## config.mk

```make
export PLATFORM = sky130hd
export DESIGN_NAME = mem_access
export DESIGN_NICKNAME = d
export VERILOG_FILES = /design/src/rtl/mem_access_pkg.sv /design/src/rtl/mem_access_align.sv /design/src/rtl/mem_access.sv
export SDC_FILE = /design/constraint.sdc
export NUM_CORES = 1
export LEC_CHECK = 0
export CORE_MARGIN = 2
export CORE_UTILIZATION = 37
export CTS_CLUSTER_DIAMETER = 200
export CTS_CLUSTER_SIZE = 24
export DETAILED_ROUTE_END_ITERATION = 8
export PLACE_DENSITY = 0.92
export REMOVE_ABC_BUFFERS = 1
export SYNTH_ARGS = -nofsm -noshare
export SYNTH_HDL_FRONTEND = slang
export SYNTH_SLANG_ARGS = --single-unit
```

## constraint.sdc

```tcl
create_clock -name clk -period 2.3 [get_ports clk]
set_clock_uncertainty 0.2 [all_clocks]
set_input_delay 0.23 -clock clk [delete_from_list [all_inputs] [get_ports clk]]
set_output_delay 0.23 -clock clk [all_outputs]
set_load 0.005 [all_outputs]
```

## src/rtl/mem_access_pkg.sv

```systemverilog
// Shared types and widths for the MEM pipeline stage.
package mem_access_pkg;

  localparam int unsigned DATA_W = 32;
  localparam int unsigned ADDR_W = 32;
  localparam int unsigned BE_W   = DATA_W / 8;
  localparam int unsigned REG_AW = 5;
  localparam int unsigned SIZE_W = 2;

  typedef enum logic [SIZE_W-1:0] {
    SIZE_BYTE     = 2'b00,
    SIZE_HALF     = 2'b01,
    SIZE_WORD     = 2'b10,
    SIZE_WORD_ALT = 2'b11
  } size_e;

  typedef enum logic {
    ST_IDLE = 1'b0,
    ST_WAIT = 1'b1
  } state_e;

  // MEM/WB pipeline register payload
  typedef struct packed {
    logic              mem_to_reg;
    logic              write_reg;
    logic [REG_AW-1:0] write_addr;
    logic [DATA_W-1:0] data;
    logic [DATA_W-1:0] alu_result;
  } memwb_t;

endpackage

```

## src/rtl/mem_access_align.sv

```systemverilog
// Byte-lane steering for stores and lane extraction/extension for loads.
module mem_access_align
  import mem_access_pkg::*;
(
  input  logic [1:0]        a,
  input  size_e             size,
  input  logic              zext,
  input  logic              store,
  input  logic [DATA_W-1:0] sd,
  input  logic [DATA_W-1:0] rdata,
  output logic [BE_W-1:0]   be,
  output logic [DATA_W-1:0] wdata,
  output logic [DATA_W-1:0] load_data,
  output logic              mis
);

  logic [7:0]  byte_lane;
  logic [15:0] half_lane;

  assign byte_lane = rdata[{a, 3'b000} +: 8];
  assign half_lane = rdata[{a[1], 4'b0000} +: 16];

  always_comb begin
    be        = '1;
    wdata     = sd;
    load_data = rdata;
    mis       = 1'b0;
    case (size)
      SIZE_BYTE: begin
        wdata     = {4{sd[7:0]}};
        load_data = zext ? DATA_W'(byte_lane) : {{(DATA_W-8){byte_lane[7]}}, byte_lane};
        if (store) be = BE_W'(4'b0001 << a);
      end
      SIZE_HALF: begin
        mis       = a[0];
        wdata     = {2{sd[15:0]}};
        load_data = zext ? DATA_W'(half_lane) : {{(DATA_W-16){half_lane[15]}}, half_lane};
        if (store) be = a[1] ? 4'b1100 : 4'b0011;
      end
      default: mis = (a != 2'b00);
    endcase
  end

endmodule

```

## src/rtl/mem_access.sv

```systemverilog
// MEM pipeline stage: req/ack data-memory access, upstream stall and the MEM/WB register.
module mem_access
  import mem_access_pkg::*;
#(
  parameter int unsigned ACK_TIMEOUT = 255,
  parameter int unsigned TO_W        = 8
) (
  input  logic              clk,
  input  logic              rst,
  input  logic              m_mem_read,
  input  logic              m_mem_write,
  input  logic              m_mem_to_reg,
  input  logic              m_write_reg,
  input  logic [REG_AW-1:0] m_write_addr,
  input  logic [1:0]        m_size,
  input  logic              m_unsigned,
  input  logic [DATA_W-1:0] m_alu_result,
  input  logic [DATA_W-1:0] m_store_data,
  output logic              dmem_req,
  output logic              dmem_we,
  output logic [ADDR_W-1:0] dmem_addr,
  output logic [DATA_W-1:0] dmem_wdata,
  output logic [BE_W-1:0]   dmem_be,
  input  logic [DATA_W-1:0] dmem_rdata,
  input  logic              dmem_ack,
  output logic              stall_req,
  output logic              misalign_exc,
  output logic              bus_err,
  output logic              w_mem_to_reg,
  output logic              w_write_reg,
  output logic [REG_AW-1:0] w_write_addr,
  output logic [DATA_W-1:0] data_from_mem,
  output logic [DATA_W-1:0] alu_result
);

  state_e            state, state_d;
  logic [TO_W-1:0]   cnt, cnt_d;
  memwb_t            memwb_q, memwb_d;
  logic              acc, mis, req_c, timeout_c, bubble_c;
  logic [DATA_W-1:0] load_data;

  assign acc = m_mem_read | m_mem_write;

  mem_access_align u_align (
    .a         (m_alu_result[1:0]),
    .size      (size_e'(m_size)),
    .zext      (m_unsigned),
    .store     (m_mem_write),
    .sd        (m_store_data),
    .rdata     (dmem_rdata),
    .be        (dmem_be),
    .wdata     (dmem_wdata),
    .load_data (load_data),
    .mis       (mis)
  );

  // Next state, ack-wait counter and request decode
  always_comb begin
    state_d   = state;
    cnt_d     = cnt;
    req_c     = 1'b0;
    timeout_c = 1'b0;
    case (state)
      ST_IDLE: begin
        if (acc && !mis) begin
          req_c = 1'b1;
          if (!dmem_ack) begin
            state_d = ST_WAIT;
            cnt_d   = TO_W'(1);
          end
        end
      end
      ST_WAIT: begin
        req_c = 1'b1;
        if (dmem_ack) begin
          state_d = ST_IDLE;
          cnt_d   = '0;
        end else if ((ACK_TIMEOUT != 0) && (cnt == TO_W'(ACK_TIMEOUT))) begin
          timeout_c = 1'b1;
          state_d   = ST_IDLE;
          cnt_d     = '0;
        end else begin
          cnt_d = cnt + TO_W'(1);
        end
      end
      default: state_d = ST_IDLE;
    endcase
  end

  // A timed-out access releases upstream in its last cycle but still retires as a bubble
  assign bubble_c  = (acc && mis) || (req_c && !dmem_ack);
  assign dmem_req  = rst & req_c;
  assign dmem_we   = rst & req_c & m_mem_write;
  assign stall_req = rst & req_c & ~dmem_ack & ~timeout_c;
  assign dmem_addr = {m_alu_result[ADDR_W-1:2], 2'b00};

  always_comb begin
    memwb_d = '0;
    if (!bubble_c) begin
      memwb_d.mem_to_reg = m_mem_to_reg;
      memwb_d.write_reg  = m_write_reg;
      memwb_d.write_addr = m_write_addr;
      memwb_d.data       = load_data;
      memwb_d.alu_result = m_alu_result;
    end
  end

  always_ff @(posedge clk or negedge rst) begin
    if (!rst) begin
      state        <= ST_IDLE;
      cnt          <= '0;
      memwb_q      <= '0;
      misalign_exc <= 1'b0;
      bus_err      <= 1'b0;
    end else begin
      state        <= state_d;
      cnt          <= cnt_d;
      memwb_q      <= memwb_d;
      misalign_exc <= acc & mis;
      bus_err      <= timeout_c;
    end
  end

  assign w_mem_to_reg  = memwb_q.mem_to_reg;
  assign w_write_reg   = memwb_q.write_reg;
  assign w_write_addr  = memwb_q.write_addr;
  assign data_from_mem = memwb_q.data;
  assign alu_result    = memwb_q.alu_result;

endmodule

```

# [Word level (Yosys, flattened, before mapping)]
# Index checks and enable logic that the tools add are counted.
[classes] addsub=1 eq_ne=4 shifts=3 mux=25 bitwise=9 reduce_logical=9
[ops] op="32-bit one-hot mux with 2 select lines" n=2
[ops] op="71-bit two-way mux" n=1
[ops] op="32-bit two-way mux" n=2
[ops] op="8-bit two-way mux" n=4
[ops] op="32-bit by 6-bit indexed part select with 16-bit output" n=1
[ops] op="32-bit by 6-bit indexed part select with 8-bit output" n=1
[ops] op="8-bit one-hot mux with 2 select lines" n=1
[ops] op="4-bit two-way mux" n=3
[ops] op="8-bit by 1-bit adder with 8-bit output (second input constant)" n=1
[ops] op="8-bit equality test (second input constant)" n=1
[ops] op="1-bit two-way mux" n=8
[ops] op="4-bit one-hot mux with 2 select lines" n=1
[ops] op="1-bit one-hot mux with 2 select lines" n=3
[ops] op="1-bit bitwise AND" n=5
[ops] op="2-bit inequality test (second input constant)" n=2
[ops] op="1-bit by 2-bit << shifter with 4-bit output (first input constant)" n=1
[ops] op="1-bit logical AND" n=3
[ops] op="1-bit NOT" n=3
[ops] op="2-bit by 1-bit equality test with 1-bit output (second input constant)" n=1
[ops] op="1-bit logical NOT" n=2
[ops] op="2-bit logical NOT" n=1
[ops] op="2-bit AND reduction" n=1
[ops] op="2-bit nonzero test" n=1
[ops] op="1-bit logical OR" n=1
[ops] op="1-bit OR" n=1
[totals] regBits=82 inputBits=111 output_inout_bits=144

# [Depth between registers and ports, before layout]
# Gate-level depths: netlist (run 1).
[depth] word_depth=9 ltp_mapped=7 mapped_depth_nobuf=5

# [Cells and area by module]
# Synthesis (run 1) repeated with hierarchy kept, for this count alone.
[unflattened] hier_cells=433 hier_area_um2=4468.0
[by_module_without_submodules] mod="mem_access" instances=1 cells_each=245 area_each_um2=3144.3 seq_area_each_um2=2052.0
[by_module_without_submodules] mod="mem_access_align" instances=1 cells_each=188 area_each_um2=1323.8 seq_area_each_um2=0.0

# [Worst setup path after synthesis (run 1)]
# No wires, ideal clock.
[synth_timing] kind="input port to output port" start="input m_size[1]" end="output stall_req" arrival_ns=1.384 required_time_ns=1.870 path_slack_ns=0.486 stages=6 cell_sequence="buf_2 > or2_2 > clkbuf_1 > a21oi_1 > o21ai_0 > a211oi_1"
[synth_via] elab_chain_len=9
[synth_lines] item="start: declaration" line="mem_access.sv:15" source="input logic [1:0] m_size,"
[synth_lines] item="2-bit by 1-bit equality test with 1-bit output / 2-bit logical NOT (equally long branches)" line="mem_access_align.sv:28" source="case (size)"
[synth_lines] item="1-bit one-hot mux with 2 select lines (*)" line="mem_access_align.sv:28"
[synth_lines] item="1-bit logical NOT (*)" line="mem_access.sv:65" source="if (acc && !mis) begin"
[synth_lines] item="1-bit logical AND (*)" line="mem_access.sv:65"
[synth_lines] item="1-bit two-way mux (*)" line="mem_access.sv:65"
[synth_lines] item="1-bit one-hot mux with 2 select lines (*)" line="mem_access.sv:63" source="case (state)"
[synth_lines] item="1-bit bitwise AND (*) (3 in a row)" line="mem_access.sv:94" source="assign stall_req = rst & req_c & ~dmem_ack & ~timeout_c;"
[synth_lines] item="end: declaration" line="mem_access.sv:26" source="output logic stall_req,"
# Every way passes the cells marked *; elsewhere a longest branch is shown, timed or not.

# [Worst setup path after layout (run 1)]
[layout_timing] start="input m_mem_write" end="output dmem_req"
[layout_via] elab_chain_len=5
[layout_lines] item="start: declaration" line="mem_access.sv:11" source="input logic m_mem_write,"
[layout_lines] item="1-bit OR" line="mem_access.sv:42" source="assign acc = m_mem_read | m_mem_write;"
[layout_lines] item="1-bit logical AND" line="mem_access.sv:65"
[layout_lines] item="1-bit two-way mux" line="mem_access.sv:65"
[layout_lines] item="1-bit one-hot mux with 2 select lines" line="mem_access.sv:63"
[layout_lines] item="1-bit bitwise AND" line="mem_access.sv:92" source="assign dmem_req = rst & req_c;"
[layout_lines] item="end: declaration" line="mem_access.sv:19" source="output logic dmem_req,"
# Every way passes these cells.

==> results of run 1 <==
[worst max-delay path by stage]
stage                     from                  to  slack, ns  cells past startpoint
3_5_place_dp         m_size[0]           stall_req      -0.16                      6
3_3_place_gp         m_size[0]           stall_req      -0.18                      6
4_1_cts        m_alu_result[1]          dmem_be[2]      0.008                      7
6_report           m_mem_write            dmem_req       0.12                      7
2_1_floorplan  state$_DFF_PN0_  cnt[2]$_DFFE_PN0P_       0.46                      3
5_1_grt            m_mem_write            dmem_req       0.03                      7
[layer usage]
layer / up-vias / share of wire / global-route usage
met4: 0 / 0.030 / 0.106
met1: 1878 / 0.37 / 0.241
met3: 29 / 0.079 / 0.0314
li1: 1828 / - / -
met2: 219 / 0.53 / 0.388
met5: - / 0 / 0
[synthesized netlist by cell type, types with 2 or more instances]
cell      number
dfrtp_1       82
buf_4         40
or3_1          5
nor3_1         2
buf_2          7
a31oi_1        3
a211oi_1       3
mux2i_1        9
o41ai_1        2
o21ai_0       29
and2_1        46
nand2b_1       3
mux2_2        18
nand2_1       34
a22oi_1        7
clkbuf_1      17
a221oi_1       7
inv_1         14
nor2_1        25
a21oi_1       31
nand3_1        3
nor2b_1        9
[cells by family (layout without fill, tap and decap cells)]
group,count (synthesis),in the layout,share of synthesized area
AND/OR/NAND/NOR,133,133,0.168
buffers and inverters,79,313,0.113
flip-flops,82,82,0.499
other,1,3,0.000913
AO/OA/AOI/OAI,92,92,0.139
multiplexers,28,28,0.0767
adder cells (fa/ha/maj),1,1,0.00304
[worst max-delay path, cell delays in order]
cell and delay [ns]:
clkdlybuf4s50_1 0.51, nor2_1 0.09, a21oi_2 0.15, o21ai_2 0.08
buf_4 0.15, inv_1 0.05, clkdlybuf4s50_1 0.49
[power by group through the flow]
| stage | Sequential (uW) | Combinational, uW | Clock [uW] |
|---|---|---|---|
| finish | 1590 | 1020 | 944 |
| global route | 1600 | 1110 | 1030 |
| floorplan | 1620 | 246 | 0 |
| CTS | 1590 | 1030 | 970 |
| detailed placement | 1620 | 1000 | 0 |
| global placement | 1610 | 973 | 0 |
[per-stage QoR]
step                worst slack [ns]   util  cells  hold WS [ns]
floorplan                      0.461      -    352        -0.266
global placement              -0.175  0.610    770         0.119
detailed placement            -0.162  0.610    770         0.128
CTS                          0.00759  0.634    789         0.206
global route                  0.0298  0.637    792         0.158
finish                         0.121  0.637    792         0.151
[timing repair]
action	in CTS	in global routing
buffers inserted	1	2
resized for setup	13	5
gates cloned	1	0
endpoints found under the setup margin	15	7
pin swaps	2	1
hold endpoints to repair	34	0
hold buffers	1	0
[final cells by class]
class	instances	area, um2
fillers	844	3940
repair buffers	283	2830
flip-flops and latches	82	2050
multi-input cells	256	1620
well taps	140	175
clock buffers	10	138
inverters	14	52.6
clock inverters	6	42.5
diodes	1	2.50
==> flow_summary.yaml, run 1 <==
grt:
  grt_overflow: 0
  grt_pass1_vias: 4006
  grt_pass1_wl_um: 19500
  antenna_found_initial: 1
  grt.total_usage: 0.213
  grt_start_max_net_pins: 49
floorplan:
  ioPinCount: 255
  die_h_um: 109
  die_w_um: 109
  core_area_um2: 10800
  dieArea_um2: 12000
  start_util: 0.379
  rows: 38
critical_path:
  cp_data_required_time_ns: 1.87
  arrival_ns: 1.75
  reg2reg_depth: 5
  worstReg2RegStart: "cnt[1]$_DFFE_PN0P_"
  worst-setup-path-type: "primary input to output port"
  r2r_end: "cnt[2]$_DFFE_PN0P_"
  crit_path_start_kind: "primary input"
  crit_path_max_fanout: 3
  r2r_slack_ns: 0.31
  critPathCaptureType: "output port"
job:
  max_cap_violations: 0
layout:
  layout_common_cells: "clkdlybuf4s50_1 (245), dfrtp_1 (82), and2_1 (46)"
  areaGrowthSynthToFinish_pct: 68.1
  final_nets: 758
  final_area_um2: 6910
  layout_commonest_cell: "clkdlybuf4s50_1"
  drive_gt1_frac: 0.115
status:
  status: "completed"
pwr:
  total_power_uw: 3560
  cell_internal_pwr_uw: 2600
  ir_drop_v: 0.000243
  power_frac_comb: 0.288
  switching_share: 0.269
  sequentialPowerShare: 0.447
  leakage_uw: 0.00298
  cellPowerDensity_nw_per_um2: 515
  p_switching_uw: 956
  power.clock.fraction: 0.265
sta:
  slew_headroom: 0.609
  clock.fmax_ghz: 0.459
  hold_viol: 0
  tightest_slew_ns: 0.586
  timing.final.max_slew_violations: 0
  period_share: 0.947
  rsz0062_at_grt: "false"
  setup_violations: 0
  finalCriticalPeriod_ns: 2.18
  tns_ns: 0
clock_tree:
  clk_transition_reported_paths_ns: 0.08
  htree_levels: 3
  root_buffer: "clkbuf_8"
  cts_buffer_depth: 2
  cts.sink_count: 82
  tritoncts: "yes"
  cts_buffers: 9
  insertion_delay_ns: 0.35
detailed_routing:
  vias: 3954
  ant_nets: 0
  drc: 0
  initialDrtViolationCount: 214
  via_per_inst: 4.99
  drt_pass1_iterations: 4
  wl_um: 13200
  routedWlPerCell_um: 16.6
place:
  gp_congestion: 0.869
  place_area_um2: 6610
  dp_hpwl_um: 10100
  portBuffers: 252
hold_path:
  hold_depth: 3
  min_path_type: "primary input to flop"
  hold_end: "alu_result[0]$_DFF_PN0_"
  hp-start: "m_alu_result[0]"
yosys:
  synth_edf_count: 0
  yosysSeqAreaShare: 0.499
  syn-instance-count: 416
  netlist_area_um2: 4110
  yosysTopAreaCellShare: 0.499
  synth-main-ff-cell: "dfrtp_1"
  yosys_warnings: 0
  synthTopCellsByArea: "dfrtp_1 (50%), buf_4 (7.3%), and2_1 (7.0%)"
  synth.ff_latch_count: 82
  yosysTopAreaCell: "dfrtp_1"
  ys_async_sr_fraction: 1.00
  post_synth_num_cell_types: 42
  avgSynthCellArea_um2: 9.88
(Power assumes the default switching activity.)
==> run 2: changes to the inputs <==
--- a/config.mk
+++ b/config.mk
@@ -5,6 +5,7 @@
 export SDC_FILE = /design/constraint.sdc
 export NUM_CORES = 1
 export LEC_CHECK = 0
+export CAP_MARGIN = 25
 export CORE_MARGIN = 2
 export CORE_UTILIZATION = 37
 export CTS_CLUSTER_DIAMETER = 200
==> results of run 2 <==
Same layout as run 1: the final DEF is identical, and so are final timing and power.
==> run 3: changes to the inputs <==
--- a/config.mk
+++ b/config.mk
@@ -12,6 +12,7 @@
 export CTS_CLUSTER_SIZE = 24
 export DETAILED_ROUTE_END_ITERATION = 8
 export PLACE_DENSITY = 0.92
+export RECOVER_POWER = 50
 export REMOVE_ABC_BUFFERS = 1
 export SYNTH_ARGS = -nofsm -noshare
 export SYNTH_HDL_FRONTEND = slang
==> flow_summary.yaml, run 3 (synthesized netlist as in run 1, its figures left out) <==
status:
  status: "completed"
detailed_routing:
  drc: 0
  drt_pass1_iterations: 5
  vias: 3964
  wl_um: 13100
  via_per_inst: 5.01
  ant_nets: 0
  routedWlPerCell_um: 16.5
  initialDrtViolationCount: 170
critical_path:
  crit_top_cell: "clkdlybuf4s50_1"
  critPathCaptureType: "output port"
  worst-setup-path-type: "primary input to output port"
  cp_data_required_time_ns: 1.87
  crit_path_start_kind: "primary input"
  arrival_ns: 1.75
  crit_chain: "clkdlybuf4s50_1 > nor2_1 > a21oi_2 > o21ai_2 > buf_4 > inv_1 > clkdlybuf4s50_1"
  crit_path_max_fanout: 3
  cp_slowest_cell: "clkdlybuf4s50_1"
  path_buf_inv: 4
  crit_family: "buffers and inverters"
  cpPeakStageDelay_ns: 0.51
clock_tree:
  cts_buffer_depth: 2
  cts_buffers: 9
  tritoncts: "yes"
  root_buffer: "clkbuf_8"
  cts.sink_count: 82
  insertion_delay_ns: 0.34
  htree_levels: 3
  clk_transition_reported_paths_ns: 0.08
sta:
  rsz0062_at_grt: "false"
  period_share: 0.948
  setup_violations: 0
  timing.final.max_slew_violations: 0
  tightest_slew_ns: 0.661
  tns_ns: 0
  finalCriticalPeriod_ns: 2.18
  clock.fmax_ghz: 0.459
  holdWs_ns: 0.152
  slew_headroom: 0.558
  hold_viol: 0
pwr:
  power_frac_comb: 0.277
  total_power_uw: 3490
  sequentialPowerShare: 0.454
  cellPowerDensity_nw_per_um2: 507
  leakage_uw: 0.00315
  ir_drop_v: 0.000238
  switching_share: 0.270
  cell_internal_pwr_uw: 2550
  p_switching_uw: 944
  power.clock.fraction: 0.269
job:
  max_cap_violations: 0
place:
  gp_congestion: 0.869
  portBuffers: 252
  dp_hpwl_um: 10100
floorplan:
  core_area_um2: 10800
  die_h_um: 109
  start_util: 0.379
  ioPinCount: 255
  rows: 38
  die_w_um: 109
  dieArea_um2: 12000
hold_path:
  min_path_type: "primary input to flop"
layout:
  final_nets: 758
  layout_common_cells: "clkdlybuf4s50_1 (137), dlygate4sd3_1 (109), dfrtp_1 (82)"
  layout_commonest_cell: "clkdlybuf4s50_1"
  areaGrowthSynthToFinish_pct: 67.8
  drive_gt1_frac: 0.112
  fillers: 846
grt:
  grt_pass1_vias: 4006
  grt_overflow: 0
  antenna_found_initial: 1
  grt_start_max_net_pins: 49
  grt.total_usage: 0.213
  grt_pass1_wl_um: 19500
-- run 3: cell types whose count changed in the layout (fill, tap and decap cells not counted), sizes merged --
cell / previous run / this run
clkdlybuf4s50: 245 / 137
dlygate4sd3: 1 / 109
buf: 31 / 29
clkbuf: 10 / 11
dlymetal6s2s: 2 / 3
-- run 3: area by class of cell --
type | instances | area, um2 | share of cell area
timing repair buffer | 283 | 2810 | 0.408
sequential | 82 | 2050 | 0.298
multi-input combinational | 256 | 1620 | 0.235
tap | 140 | 175 | 0.0254
clock buffer | 10 | 138 | 0.0200
inverter | 14 | 52.6 | 0.00762
clock inverter | 6 | 42.5 | 0.00617
antenna | 1 | 2.50 | 0.000363
-- run 3: power by group through the flow --
stage | clock network (uW) | logic (uW) | registers, uW
floorplan | 0 | 246 | 1620
global placement | 0 | 973 | 1610
detailed placement | 0 | 1000 | 1620
CTS | 970 | 1030 | 1590
global route | 1030 | 1050 | 1600
finish | 940 | 968 | 1580
-- run 3: through the flow --
step | instances | utilization | worst slack (ns) | cell area [um2]
2_1_floorplan | 352 | - | 0.461 | 3700
3_3_place_gp | 770 | 0.610 | -0.175 | 6610
3_5_place_dp | 770 | 0.610 | -0.162 | 6610
4_1_cts | 789 | 0.634 | 0.00759 | 6870
5_1_grt | 792 | 0.636 | 0.0298 | 6890
6_report | 792 | 0.636 | 0.120 | 6890
-- run 3: worst paths after layout --
| kind | from | to | slack, ns | cells after the start |
|---|---|---|---|---|
| worst min-delay path | m_alu_result[0] | alu_result[0]$_DFF_PN0_ | 0.15 | 3 |
| max in group asynchronous | rst | data_from_mem[12]$_DFF_PN0_ | 0.56 | 4 |
| worst min register to register | cnt[6]$_DFFE_PN0P_ | cnt[6]$_DFFE_PN0P_ | 0.32 | 1 |
| worst max-delay path | m_mem_write | dmem_req | 0.12 | 7 |
| worst max register to register | state$_DFF_PN0_ | data_from_mem[11]$_DFF_PN0_ | 0.23 | 5 |
| min in group asynchronous | rst | data_from_mem[10]$_DFF_PN0_ | 0.39 | 3 |
-- run 3: routing by layer --
layer,routed length [um],global-route usage
met1,4650,0.241
met2,6910,0.388
met3,1080,0.0314
met4,441,0.106
met5,0,0
-- run 3: timing repair --
item / CTS / global route
endpoints found under the setup margin: 15 / 7
gates cloned: 1 / 0
endpoints found under the hold margin: 34 / 0
buffers inserted: 1 / 2
pin swaps: 2 / 1
hold buffers: 1 / 0
gates resized for setup: 13 / 5
-- run 3: worst min-delay path: stages --
cell and delay, ns:
dlymetal6s2s_1 0.13, buf_4 0.18, and2_1 0.13
